==> src/rtl/a78_pkg.sv <==
// Shared A78 loader definitions: FSM states, header geometry, magic string and field offsets.
package a78_pkg;

  typedef enum logic [2:0] {
    StIdle,
    StHdr,
    StReplay,
    StStream,
    StFinish
  } a78_state_e;

  localparam int unsigned HDR_LEN    = 128;
  localparam int unsigned MAGIC_OFF  = 1;
  localparam int unsigned MAGIC_LEN  = 9;
  localparam logic [71:0] MAGIC      = "ATARI7800";
  localparam int unsigned SIZE_OFF   = 49;
  localparam int unsigned TYPE_OFF   = 53;
  localparam int unsigned TYPE2_OFF  = 54;
  localparam int unsigned REGION_OFF = 57;

  // Character k (0-based) of the magic string; 0 outside the string.
  function automatic logic [7:0] magic_byte(input int unsigned i);
    magic_byte = 8'h00;
    for (int unsigned k = 0; k < MAGIC_LEN; k++) begin
      if (k == i) magic_byte = MAGIC[8*(MAGIC_LEN-1-k) +: 8];
    end
  endfunction

endpackage

==> src/rtl/a78_hdr_buf.sv <==
// Header capture buffer: one write port, one synchronous read port.
module a78_hdr_buf #(
  parameter int unsigned Depth = 128,
  parameter int unsigned Aw    = 7
) (
  input  logic          clk,
  input  logic          we,
  input  logic [Aw-1:0] waddr,
  input  logic [7:0]    wdata,
  input  logic          re,
  input  logic [Aw-1:0] raddr,
  output logic [7:0]    rdata
);

  logic [7:0] mem [Depth];

  always_ff @(posedge clk) begin
    if (we) mem[waddr] <= wdata;
    if (re) rdata <= mem[raddr];
  end

endmodule

==> src/rtl/a78_loader.sv <==
// A78 cart loader: strips/decodes a 128-byte header or replays it as ROM data,
// then streams the download into cart ROM.
module a78_loader #(
  parameter int unsigned HDR_LEN = a78_pkg::HDR_LEN,
  parameter int unsigned ROM_AW  = 18
) (
  input  logic              clk,
  input  logic              reset,
  input  logic              dl_en,
  input  logic              dl_wr,
  input  logic [7:0]        dl_data,
  output logic              dl_wait,
  output logic              loading,
  output logic              rom_we,
  output logic [ROM_AW-1:0] rom_addr,
  output logic [7:0]        rom_data,
  output logic [9:0]        cart_flags,
  output logic [31:0]       cart_size,
  output logic              cart_region,
  output logic              hdr_valid,
  output logic              overflow
);
  import a78_pkg::*;

  localparam int unsigned CW  = $clog2(HDR_LEN + 1);
  localparam int unsigned BAW = $clog2(HDR_LEN);

  a78_state_e      state_q;
  logic            dl_en_q;
  logic            en_rise, en_fall;
  logic [CW-1:0]   cnt_q, idx_q;
  logic            not_hdr_q, tail_q, pend_q;
  logic [31:0]     size_q;
  logic [9:0]      flags_q;
  logic            region_q;
  logic [ROM_AW:0] wa_q;  // extra MSB marks the saturated end of ROM
  logic            buf_we, rd_en, wr_go, magic_bad;
  logic [7:0]      rd_data, wr_byte;

  assign en_rise = dl_en & ~dl_en_q;
  assign en_fall = ~dl_en & dl_en_q;

  always_comb begin
    buf_we    = (state_q == StHdr) && dl_wr && !en_rise && !en_fall;
    rd_en     = (state_q == StReplay) && (idx_q < cnt_q);
    wr_go     = !en_rise && (((state_q == StReplay) && pend_q) ||
                             ((state_q == StStream) && dl_wr));
    wr_byte   = (state_q == StReplay) ? rd_data : dl_data;
    magic_bad = (cnt_q >= CW'(MAGIC_OFF)) && (cnt_q < CW'(MAGIC_OFF + MAGIC_LEN)) &&
                (dl_data != magic_byte(32'(cnt_q) - MAGIC_OFF));
  end

  a78_hdr_buf #(
    .Depth (HDR_LEN),
    .Aw    (BAW)
  ) u_hdr_buf (
    .clk   (clk),
    .we    (buf_we),
    .waddr (cnt_q[BAW-1:0]),
    .wdata (dl_data),
    .re    (rd_en),
    .raddr (idx_q[BAW-1:0]),
    .rdata (rd_data)
  );

  always_ff @(posedge clk or posedge reset) begin
    if (reset) begin
      state_q     <= StIdle;
      dl_en_q     <= 1'b0;
      cnt_q       <= '0;
      idx_q       <= '0;
      not_hdr_q   <= 1'b0;
      tail_q      <= 1'b0;
      pend_q      <= 1'b0;
      size_q      <= '0;
      flags_q     <= '0;
      region_q    <= 1'b0;
      wa_q        <= '0;
      loading     <= 1'b0;
      dl_wait     <= 1'b0;
      rom_we      <= 1'b0;
      rom_addr    <= '0;
      rom_data    <= '0;
      cart_flags  <= '0;
      cart_size   <= '0;
      cart_region <= 1'b0;
      hdr_valid   <= 1'b0;
      overflow    <= 1'b0;
    end else begin
      dl_en_q <= dl_en;
      rom_we  <= 1'b0;
      pend_q  <= 1'b0;
      if (en_rise) begin
        state_q     <= StHdr;
        cnt_q       <= '0;
        idx_q       <= '0;
        not_hdr_q   <= 1'b0;
        tail_q      <= 1'b0;
        wa_q        <= '0;
        loading     <= 1'b1;
        dl_wait     <= 1'b0;
        hdr_valid   <= 1'b0;
        overflow    <= 1'b0;
        cart_flags  <= '0;
        cart_size   <= '0;
        cart_region <= 1'b0;
      end else begin
        case (state_q)
          StHdr: begin
            if (en_fall) begin
              // Short file: replay whatever arrived, then finish.
              idx_q  <= '0;
              tail_q <= 1'b1;
              if (cnt_q == '0) begin
                state_q <= StFinish;
              end else begin
                state_q <= StReplay;
                dl_wait <= 1'b1;
              end
            end else if (dl_wr) begin
              cnt_q <= cnt_q + 1'b1;
              if (magic_bad) not_hdr_q <= 1'b1;
              if ((cnt_q >= CW'(SIZE_OFF)) && (cnt_q < CW'(SIZE_OFF + 4))) begin
                size_q <= {size_q[23:0], dl_data};
              end
              if (cnt_q == CW'(TYPE_OFF))   flags_q[9:8] <= dl_data[1:0];
              if (cnt_q == CW'(TYPE2_OFF))  flags_q[7:0] <= dl_data;
              if (cnt_q == CW'(REGION_OFF)) region_q     <= dl_data[0];
              if (cnt_q == CW'(HDR_LEN - 1)) begin
                idx_q <= '0;
                if (!not_hdr_q && !magic_bad) begin
                  cart_size   <= size_q;
                  cart_flags  <= flags_q;
                  cart_region <= region_q;
                  hdr_valid   <= 1'b1;
                  state_q     <= StStream;
                end else begin
                  tail_q  <= 1'b0;
                  state_q <= StReplay;
                  dl_wait <= 1'b1;
                end
              end
            end
          end
          StReplay: begin
            if (en_fall) tail_q <= 1'b1;
            if (idx_q < cnt_q) begin
              idx_q  <= idx_q + 1'b1;
              pend_q <= 1'b1;
            end else if (pend_q) begin
              // Last buffered byte is written on this edge; dl_wait clears in the next state.
              state_q <= (tail_q || en_fall) ? StFinish : StStream;
            end
          end
          StStream: begin
            dl_wait <= 1'b0;
            if (en_fall) state_q <= StFinish;
          end
          StFinish: begin
            loading <= 1'b0;
            dl_wait <= 1'b0;
            state_q <= StIdle;
          end
          StIdle: ;
          default: state_q <= StIdle;
        endcase

        if (wr_go) begin
          if (!wa_q[ROM_AW]) begin
            rom_we   <= 1'b1;
            rom_addr <= wa_q[ROM_AW-1:0];
            rom_data <= wr_byte;
            wa_q     <= wa_q + 1'b1;
            if (!hdr_valid) cart_size <= 32'(wa_q) + 32'd1;
          end else begin
            overflow <= 1'b1;
          end
        end
      end
    end
  end

endmodule

==> config.mk <==
export PLATFORM = sky130hd
export DESIGN_NAME = a78_loader
export DESIGN_NICKNAME = d
export VERILOG_FILES = /design/src/rtl/a78_pkg.sv /design/src/rtl/a78_hdr_buf.sv /design/src/rtl/a78_loader.sv
export SDC_FILE = /design/constraint.sdc
export NUM_CORES = 1
export LEC_CHECK = 0
export BUFFER_PORTS_ARGS = -buffer_cell sky130_fd_sc_hd__buf_2
export CAP_MARGIN = 10
export CORE_ASPECT_RATIO = 2
export CORE_MARGIN = 4
export CORE_UTILIZATION = 52
export CTS_CLUSTER_SIZE = 10
export DETAILED_ROUTE_END_ITERATION = 7
export PLACE_DENSITY = 0.68
export SKIP_LAST_GASP = 1
export SLEW_MARGIN = 20
export SYNTH_ARGS = -nofsm -noshare
export SYNTH_HDL_FRONTEND = slang
export SYNTH_SLANG_ARGS = --single-unit
==> constraint.sdc <==
create_clock -name clk -period 6.19 [get_ports clk]
set_input_delay 1.238 -clock clk [delete_from_list [all_inputs] [get_ports clk]]
set_output_delay 1.238 -clock clk [all_outputs]
set_load 0.02 [all_outputs]
# --- Word-level counts from Yosys, hierarchy flattened ---
# Memory sizes are Yosys's and may differ from the RTL's. A register that Yosys moved wholly into a read port is not among the register bits.
# Cells that the tools add are included.
op_classes:
  n_lt_le_gt_ge: 5
  eq_ne: 29
  bitwise_logic: 7
  n_addsub: 5
  reduce_logical: 45
  muxes: 93
ops:
  columns: ["cell", "n"]
  rows:
  - ["two-way mux 32 bit", 9]
  - ["two-way mux 8 bit", 18]
  - ["equality test 3 x 32 -> 1 bit, first input constant", 4]
  - ["equality test 2 x 32 -> 1 bit, first input constant", 2]
  - ["two-way mux 10 bit", 6]
  - ["two-way mux 19 bit", 3]
  - ["two-way mux 1 bit", 43]
  - ["AND reduction 5 bit", 7]
  - ["equality test 1 x 32 -> 1 bit, first input constant", 1]
  - ["equality test 4 x 32 -> 1 bit, first input constant", 1]
  - ["zero test 32 bit", 1]
  - ["two-way mux 3 bit", 9]
  - ["equality test 8 x 6 -> 1 bit, second input constant", 3]
  - ["adder 19 x 1 -> 20 bit, second input constant", 1]
  - ["adder 19 x 1 -> 19 bit, second input constant", 1]
  - ["adder 8 x 1 -> 8 bit, second input constant", 2]
  - ["case mux 8 bit (2 select lines)", 1]
  - ["nonzero test 2 bit", 8]
  - ["!= test 3 bit, second input constant", 4]
  - ["!= test 4 bit, second input constant", 3]
  - ["case mux 3 bit (4 select lines)", 1]
  - ["logical AND 1 bit", 11]
  - ["subtractor 8 x 1 -> 9 bit, second input constant", 1]
  - ["equality test 8 x 7 -> 1 bit, second input constant", 1]
  - ["other kinds (26)", 43]
word_totals:
  memories: 1
  mem_bits_rw: 1024
  ff_bits: 159
  in_bits: 12
memory_table:
  columns: ["memory", "depth", "width", "rd", "rd_clocked_by_memory_dff", "wr", "line", "text"]
  rows:
  - ["u_hdr_buf.mem", 128, 8, 1, 1, 1, "a78_hdr_buf.sv:15", "logic [7:0] mem [Depth];"]

# --- Longest topological paths before layout ---
# Gate-level depths: netlist (run 1).
logic_depth:
  word_depth: 24
  ltp_mapped: 14

# --- Modules after synthesis ---
# A second synthesis (run 1) with hierarchy kept.
unflattened:
  cells_unflattened: 2448
  hier_area_um2: 47803.3
modules_own_cells:
  columns: ["module", "cells_per_inst", "instances", "area_per_inst_um2"]
  rows:
  - ["a78_hdr_buf", 1635, 1, 39745.6]
  - ["a78_loader", 813, 1, 8057.7]

# --- Worst setup path after synthesis (run 1) ---
# Ideal clock, no wire load.
synth_path:
  path_type: "flip-flop to flip-flop"
  startpoint: "register cnt_q[0]"
  endpoint: "register state_q[0]"
  required_ns: 6.124
  path_buffers: 3
  period_less_slack_ns: 3.506
  path_slack_ns: 2.684
  stages_incl_launch_ff: 15
  t_arrival_ns: 3.440
  path_cell_list: "dfrtp_1 > clkbuf_1 > inv_1 > ha_1 > buf_2 > nor3b_1 > xnor2_1 > nand4_2 > buf_2 > a2111oi_0 > xnor2_1 > o31ai_1 > a211o_1 > a2111oi_2 > o32a_1"
synth_via:
  elab_chain_cells: 21
  elab_cells_between_ends: 37
  classes_between: "add/sub (1); order compare (3); eq/ne (12); mux (15); reduce/logical (6)"
synth_rtl:
  columns: ["element", "line", "text"]
  rows:
  - ["start, declared", "a78_loader.sv:31", "logic [CW-1:0] cnt_q, idx_q;"]
  - ["start signal, assigned", "a78_loader.sv:121", "cnt_q <= cnt_q + 1'b1;"]
  - ["subtractor 8 x 1 -> 9 bit", "a78_loader.sv:50", "(dl_data != magic_byte(32'(cnt_q) - MAGIC_OFF));"]
  - ["zero test 32 bit", "a78_pkg.sv:25", "if (k == i) magic_byte = MAGIC[8*(MAGIC_LEN-1-k) +: 8];"]
  - ["two-way mux 7 bit", "a78_pkg.sv:25", null]
  - ["two-way mux 8 bit (8 in series)", "a78_pkg.sv:25", null]
  - ["!= test 8 bit", "a78_loader.sv:50", null]
  - ["logical AND 1 bit", "a78_loader.sv:49", "magic_bad = (cnt_q >= CW'(MAGIC_OFF)) && (cnt_q < CW'(MAGIC_OFF + MAGIC_LEN)) &&"]
  - ["zero test 1 bit", "a78_loader.sv:131", "if (!not_hdr_q && !magic_bad) begin"]
  - ["logical AND 1 bit", "a78_loader.sv:131", null]
  - ["two-way mux 1 bit", "a78_loader.sv:131", null]
  - ["two-way mux 3 bit", "a78_loader.sv:129", "if (cnt_q == CW'(HDR_LEN - 1)) begin"]
  - ["two-way mux 3 bit", "a78_loader.sv:120", "end else if (dl_wr) begin"]
  - ["two-way mux 3 bit", "a78_loader.sv:110", "if (en_fall) begin"]
  - ["case mux 3 bit (4 select lines)", "a78_loader.sv:108", "case (state_q)"]
  - ["two-way mux 3 bit", "a78_loader.sv:93", "if (en_rise) begin"]
  - ["end signal, assigned", "a78_loader.sv:94", "state_q <= StHdr;"]
  - ["end signal, assigned", "a78_loader.sv:115", "state_q <= StFinish;"]
  - ["end signal, assigned", "a78_loader.sv:117", "state_q <= StReplay;"]
  - ["end, declared", "a78_loader.sv:28", "a78_state_e state_q;"]
# Several ways; a longest one is shown, not always the timed one. The select of a mux whose other input is x is not followed.
# A chain may end at the register's enable or synchronous reset.

# --- Worst setup path in the final report (run 1) ---
# Same ends and word-level chain as after synthesis.

==> results by group, run 1 <==
Clock network
  – Total CTS buffers: 137
  – Sink Count: roughly 1200
  – CTS clk-pin slew, worst paths: 60 ps
  – H-tree levels: 4
  – CTS Root Cell: clkbuf_16
  – Post-cts sizing count: 0
  – CTS tree: built
  – CTS Hold Bufs: 0
  – CTS Buffer Depth: 3
  – Postcts setup bufs: 0
  – Worst-skew pair later-pin latency: 720 ps

Critical path
  – Instance count on the critical path: 11
  – Critical Path Fanout Max: 18
  – Delay-heaviest family, CP: compound AO/OA/AOI/OAI gates
  – CP dominant cell by count: xnor2_1
  – Critical-path cell list: inv_1 > ha_1 > nor3b_1 > xnor2_1 > nand4_2 > a2111oi_0 > xnor2_1 > o31ai_1 > a211o_1 > a2111oi_2 > o32a_1
  – Worst Path Arrival: 5060 ps
  – Crit path kind: register to register
  – CP max stage delay: between 700 and 800 ps
  – Critical Path End Type: register
  – Buf/Inv on CP: 1
  – Req. time, crit path: around 6800 ps
  – Setup slack, reg-to-reg: 1780 ps
  – Critical path launch point type: register
  – Critical-path top delay cell: dfrtp_1
  – Reg2reg path depth: 11

Synthesis
  – Post-synthesis sequential element count: approximately 1200
  – Mux cell area share after synthesis: between 10% and 20%
  – Largest area contributor in the synthesized netlist: edfxtp_1
  – Share of the yosys chip area belonging to registers: between 70 and 80%
  – Ys Warns: 0
  – Simple-gate share of the synthesized area: just under 4%
  – Syn avg cell area: approximately 20 um2
  – Top_reg_cell synth: edfxtp_1
  – Ys async rst share: between 10% and 20%
  – Top cell type's share of synthesized area: 65.1%
  – EDFF count, synth: between 1000 and 1500
  – Synth top area cells: edfxtp_1 65%, mux4_2 16%, dfrtp_1 8.4%, mux2_2 1.6%, nor2_1 1.6%
  – Compound-Gate Fraction of Synth Area: 2.32%
  – Adder-cell share of the synthesized area: 0.499%
  – Post-Syn Area: 0.0476 mm2
  – Post-Synth XOR/XNOR Area: less than 1%
  – Cells after Synth: approximately 2400
  – Main combinational cell family by area after synthesis: multiplexers
  – Yosys cell types: 65
  – Net Count, Synth: between 2000 and 2500

GRT
  – All-layer global routing usage: a little over a quarter
  – Initial antenna violation count: 3
  – First-pass GRT wire length: between 150000 and 200000 um
  – Total gr overflow: 0
  – Largest net degree at the start of global routing: 99
  – Vias in the first global route: around 26000

Pwr
  – Power Density: between 300 and 400 mW/mm2
  – Leak pwr: 17.2 nW
  – Max IR drop VDD: between 0.2 and 0.3 mV
  – Post-route total power: 18.8 mW

STA
  – Slew HR: a little over a fifth
  – Measured slew at the worst slew-check pin: roughly 1200 ps
  – Max Clock Skew: 28.8 ps
  – Final Hold Fails: 0
  – Max Slew Vio Count: 0
  – RSZ-0062 raised after global routing: no
  – Tmin final: 4410 ps
  – Period utilisation layout: a little under three quarters
  – Post-Route Setup TNS: 0 ps
  – Fmax: between 0.2 and 0.25 GHz
  – Final setup violation count: 0

Routing
  – 1st-iter DRT viols: about 2700
  – Routed WL: 126000 um
  – Wire per inst: approximately 33 um
  – DR vias/cell: between 6 and 7
  – First-pass DRT Iterations: 5
  – Post-DRT Antenna Nets: 0
  – Drt drc: 0
  – Vias: ~25000

Layout
  – Fraction of layout instances using a drive strength above 1: about 28%
  – Final nets: 2582
  – Seq. cell area: approximately 0.035 mm2
  – Area of the multi-input gates: between 0.01 and 0.015 mm2
  – Fill cell count: between 6000 and 7000
  – Final Util: 58.9%
  – Synth-to-layout area growth: 12.0%

Floorplanning
  – Core Rows: ~160
  – Starting density of the core: between 50 and 60%
  – Die height: 436 um
  – Die area: between 0.09 and 0.1 mm2
  – Core area: 0.0906 mm2
  – Die X: between 200 and 250 um
  – Number of placed I/O pins: 86

Run status
  – Outcome: finished, final reports clean

Place
  – Gpl congestion: slightly above 0.9
  – Buffers on Ports: between 80 and 90
  – Dpl hpwl: between 80000 and 90000 um

Worst hold path
  – Hold path depth: 2
  – Hold WC Path Type: register to register

Flow run
  – Total of max-cap violations: 0
[worst register-to-register path, stage by stage (launching register included)]
cell and delay [ps]:
dfrtp_1 760, inv_1 310, ha_1 460, nor3b_1 240
xnor2_1 240, nand4_2 330, a2111oi_0 690, xnor2_1 200
o31ai_1 90, a211o_1 360, a2111oi_2 470, o32a_1 190
[cell usage after synthesis (3+ instances only)]
master and count:
edfxtp_1 1032, mux4_2 336, nor2_1 198, dfrtp_1 159
nand2_1 113, clkbuf_1 105, mux2_2 68, a21oi_1 47
buf_1 28, nand3_1 27, inv_1 24, ha_1 19
nor3_1 19, o21ai_0 19, xor2_1 19, mux2i_1 18
o22ai_1 15, o31ai_1 13, xnor2_1 13, or3_1 12
a22o_1 11, a31oi_1 10, and3_1 10, buf_2 9
nand2b_1 9, nor4_1 9, or4_1 7, nand4_1 6
a311oi_1 5, o21a_1 5, or2_2 5, a211oi_1 4
a21o_1 4, a2111oi_0 3, nor2b_1 3, o211ai_1 3
o41ai_1 3
[through the flow]
stage / cells / hold WS, ps / setup slack (ps) / instance area [um2]
final: 3776 / 480 / 1780 / 53400
after CTS: 3773 / 483 / 1890 / 53300
after floorplan: 2424 / 451 / 660 / 47600
after global routing: 3775 / 511 / 1560 / 53400
after global placement: 3595 / 465 / 1410 / 49500
after detailed placement: 3595 / 472 / 1360 / 49500
[logic make-up (layout without fill, tap and decap cells)]
group / after synthesis / in the layout
flip-flops: 1191 / 1191
AND/OR/NAND/NOR: 428 / 428
multiplexers: 422 / 422
buffers and inverters: 168 / 334
AO/OA/AOI/OAI: 164 / 164
XOR/XNOR: 32 / 32
adder cells (fa/ha/maj): 19 / 19
other: 0 / 1
[flip-flops by register name (all words and copies together), names as in the netlist]
signal           flops
wa_q                19
cart_flags          10
idx_q                8
rom_addr            18
not_hdr_q            1
loading              1
hdr_valid            1
tail_q               1
region_q             1
u_hdr_buf.rdata      8
size_q              32
dl_en_q              1
overflow             1
rom_we               1
u_hdr_buf.mem     1024
cnt_q                8
rom_data             8
state_q              3
cart_size           32
pend_q               1
flags_q             10
dl_wait              1
cart_region          1
[layer usage]
metal,vias up,global-route usage [%],share of wire [%]
li1,10017,-,-
met1,12890,28.4,33
met2,1212,48.5,55
met3,383,3.88,5.6
met4,4,14.7,6.7
met5,-,0,0.014
[path summary, 6_finish.rpt]
path | startpoint | end
worst min register to register | flags_q[5]$_DFFE_PP0P_ | flags_q[5]$_DFFE_PP0P_
max in group asynchronous | reset | size_q[20]$_DFFE_PP0P_
worst max-delay path | cnt_q[0]$_DFFE_PP0P_ | state_q[0]$_DFFE_PP0P_
worst max register to register | cnt_q[0]$_DFFE_PP0P_ | state_q[0]$_DFFE_PP0P_
worst min-delay path | flags_q[5]$_DFFE_PP0P_ | flags_q[5]$_DFFE_PP0P_
min in group asynchronous | reset | cart_flags[4]$_DFFE_PP0P_
[area by class of cell]
class / count / share of cell area [%]
clock inverter: 9 / 0.162
multi-input combinational: 1065 / 22.7
sequential: 1191 / 65.6
clock buffer: 169 / 6.93
inverter: 25 / 0.185
antenna: 1 / 0.00469
timing repair buffer: 131 / 1.70
tap: 1185 / 2.78
[power breakdown]
group	leakage (nW)	switching (mW)	internal, mW
logic	3.93	1.60	1.08
registers	11.4	0.150	8.85
clock network	1.85	2.97	4.14
total	17.2	4.72	14.1
[layout by cell type (no fill, tap or decap), types with 5 or more instances in the layout]
cell type | synthesis | layout
a21oi_1 | 47 | 47
a22o_1 | 11 | 11
a311oi_1 | 5 | 5
a31oi_1 | 10 | 10
and3_1 | 10 | 10
buf_12 | 0 | 6
buf_2 | 9 | 77
buf_4 | 0 | 46
clkbuf_1 | 105 | 25
clkbuf_16 | 0 | 144
dfrtp_1 | 159 | 155
edfxtp_1 | 1032 | 1032
ha_1 | 19 | 19
inv_1 | 24 | 23
inv_6 | 0 | 9
mux2_2 | 68 | 68
mux2i_1 | 18 | 18
mux4_2 | 336 | 336
nand2_1 | 113 | 112
nand2b_1 | 9 | 9
nand3_1 | 27 | 22
nand3_2 | 0 | 5
nand4_1 | 6 | 6
nor2_1 | 198 | 197
nor3_1 | 19 | 19
nor4_1 | 9 | 5
o21a_1 | 5 | 5
o21ai_0 | 19 | 19
o22ai_1 | 15 | 15
o31ai_1 | 13 | 13
or2_2 | 5 | 5
or3_1 | 12 | 11
or4_1 | 7 | 7
xnor2_1 | 13 | 13
xor2_1 | 19 | 19
Power figures use the tool's default switching activity.
==> run 2, diff against run 1 <==
- PLACE_DENSITY: 0.68 -> 0.71
- clock period: 6.19 -> 3.91 ns (I/O delays scaled with it)
==> run 2 against run 1 <==
Compared with the run above:
- clock power rose by 58%
- clock skew rose by 11 ps
- global-route usage fell by 0.68 points
- critical path depth rose by 1
- wire length fell by 2.3%
- worst hold slack got worse by 280 ps
==> results by group, run 2 (same netlist as run 1, synthesis figures left out) <==
GRT
  – Initial antenna violation count: 6 (+3)
  – Total gr overflow: 0 (unchanged)
  – First-pass GRT wire length: 180000 um (-1.0%)
  – Vias in the first global route: 26565 (+3.0%)
  – All-layer global routing usage: 25.5% (-0.68 points)
  – Largest net degree at the start of global routing: 132 (+33%)

Layout
  – Fill cell count: 6257 (-1.8%)
  – Commonest non-fill, non-tap cell in the layout: edfxtp_1
  – Final nets: 2757 (+6.8%)
  – Largest Register: u_hdr_buf.mem
  – Top Registers: u_hdr_buf.mem x1024, cart_size x32, size_q x32
  – Number of flip-flops under the largest register name: 1024 (unchanged)
  – Fraction of layout instances using a drive strength above 1: 32.2% (+4.5 points)
  – Synth-to-layout area growth: 14.9%
  – Commonest cells after routing, fill and taps aside: 1032 x edfxtp_1, 336 x mux4_2, 207 x buf_4

Clock network
  – H-tree levels: 4 (unchanged)
  – CTS clk-pin slew, worst paths: 60 ps (about the same)
  – Post-cts sizing count: 0 (unchanged)
  – CTS Root Cell: clkbuf_16
  – CTS Hold Bufs: 0 (unchanged)
  – CTS Buffer Depth: 3 (unchanged)
  – Worst-skew pair later-pin latency: 720 ps (about the same)
  – Postcts setup bufs: 0 (unchanged)
  – Total CTS buffers: 137 (unchanged)
  – Sink Count: 1191 (unchanged)
  – CTS tree: built

Floorplanning
  – Die area: 0.0968 mm2 (unchanged)
  – Core Rows: 156 (unchanged)
  – Starting density of the core: 52.6% (unchanged)
  – Die height: 436 um (unchanged)
  – Die X: 222 um (unchanged)
  – Core area: 0.0906 mm2 (unchanged)
  – Number of placed I/O pins: 86 (unchanged)

STA
  – Tmin final: 3630 ps (-775 ps)
  – Final setup violation count: 0 (unchanged)
  – Max Clock Skew: 39.3 ps (+10.5 ps)
  – Fmax: 0.275 GHz (+21%)
  – Post-Route Setup TNS: 0 ps (unchanged)
  – Final Hold Fails: 0 (unchanged)
  – Period utilisation layout: 93.0% (+22 points)
  – Max Slew Vio Count: 0 (unchanged)
  – Measured slew at the worst slew-check pin: 1110 ps (-74.1 ps)
  – Slew HR: 26.0% (+5.0 points)
  – RSZ-0062 raised after global routing: no

Critical path
  – Critical-path cell list: inv_1 > ha_1 > buf_4 > nand2b_1 > o22ai_1 > a311oi_1 > a31oi_1 > xor2_1 > a311o_1 > a211o_1 > a211oi_1 > o211ai_1
  – Crit path kind: register to register
  – Req. time, crit path: 4470 ps (-2370 ps)
  – Instance count on the critical path: 12 (+1)
  – Critical Path Fanout Max: 12 (-6)
  – Critical Path End Type: register
  – CP max stage delay: 620 ps (-140 ps)
  – CP Launch Point: cnt_q[1]$_DFFE_PP0P_
  – Worst Path Arrival: 4190 ps (-870 ps)
  – Critical-path top delay cell: a311oi_1
  – Reg2reg path depth: 12 (+1)
  – Worst r2r src: cnt_q[1]$_DFFE_PP0P_
  – Critical path launch point type: register
  – Buf/Inv on CP: 2 (+1)
  – Delay-heaviest family, CP: compound AO/OA/AOI/OAI gates

Place
  – Dpl hpwl: 82900 um (+2.7%)
  – Gpl congestion: 0.888 (-3.5%)
  – Buffers on Ports: 85 (unchanged)

Pwr
  – Max IR drop VDD: 0.453 mV (+63%)
  – Leak pwr: 18.2 nW (+5.5%)
  – Post-route total power: 29.7 mW (+58%)
  – Power Density: 542 mW/mm2 (+54%)

Run status
  – Outcome: finished, final reports clean

Routing
  – Routed WL: 123000 um (-2.3%)
  – First-pass DRT Iterations: 7 (+2)
  – Vias: 25074 (+2.3%)
  – Wire per inst: 31.2 um (-6.4%)
  – DR vias/cell: 6.36 (-2.0%)
  – Drt drc: 0 (unchanged)
  – Post-DRT Antenna Nets: 0 (unchanged)
  – 1st-iter DRT viols: 2362 (-11%)

Flow run
  – Total of max-cap violations: 0 (unchanged)

Worst hold path
  – Hold WC Path Type: input port to asynchronous set/reset pin
[run 2: worst register-to-register path: stages, from the launching register on]
cell and delay (ps):
dfrtp_1 380, inv_1 180, ha_1 200, buf_4 180, nand2b_1 190, o22ai_1 130, a311oi_1 620, a31oi_1 240
xor2_1 210, a311o_1 340, a211o_1 300, a211oi_1 360, o211ai_1 160
[run 2: area by class of cell]
class	instances	area [um2]	area share (%)
clock buffer	160	3660	6.69
tap	1185	1480	2.71
timing repair buffer	306	2370	4.33
antenna	2	5.00	0.00914
multi-input combinational	1065	12100	22.0
sequential	1191	35000	63.9
inverter	25	97.6	0.178
clock inverter	10	90.1	0.165
[run 2: final timing paths]
check	end	slack [ps]
worst max-delay path	dl_wait$_DFFE_PP0P_	280
worst min-delay path	cart_flags[7]$_DFFE_PP0P_	200
worst max register to register	dl_wait$_DFFE_PP0P_	280
worst min register to register	cart_flags[4]$_DFFE_PP0P_	500
max in group asynchronous	size_q[26]$_DFFE_PP0P_	2650
min in group clk	dl_en_q$_DFF_PP0_	260
[run 2: per-layer routing]
metal	GRT usage, %	vias up	part of all wire [%]
met1	26.4	13208	31
met2	48.2	1170	56
met3	4.06	338	5.6
li1	-	10356	-
met4	14.6	2	7.0
met5	0	-	0.011
[run 2: where the power goes]
group	switching, mW	leakage (nW)	internal, mW
Sequential	0.173	11.4	14.0
Clock	4.65	1.84	6.53
Combinational	2.48	4.89	1.83
Total	7.30	18.2	22.4
[run 2: per-stage QoR]
step | instance area [um2] | setup WS [ps] | instances | hold WS [ps] | util [%]
6_report | 54800 | 275 | 3944 | 202 | 60.5
5_1_grt | 54800 | 132 | 3943 | 230 | 60.5
4_1_cts | 54700 | 432 | 3942 | 188 | 60.4
3_5_place_dp | 51000 | 471 | 3772 | 486 | 56.3
3_3_place_gp | 51000 | 467 | 3772 | 476 | 56.3
2_1_floorplan | 47600 | 404 | 2424 | 451 | -
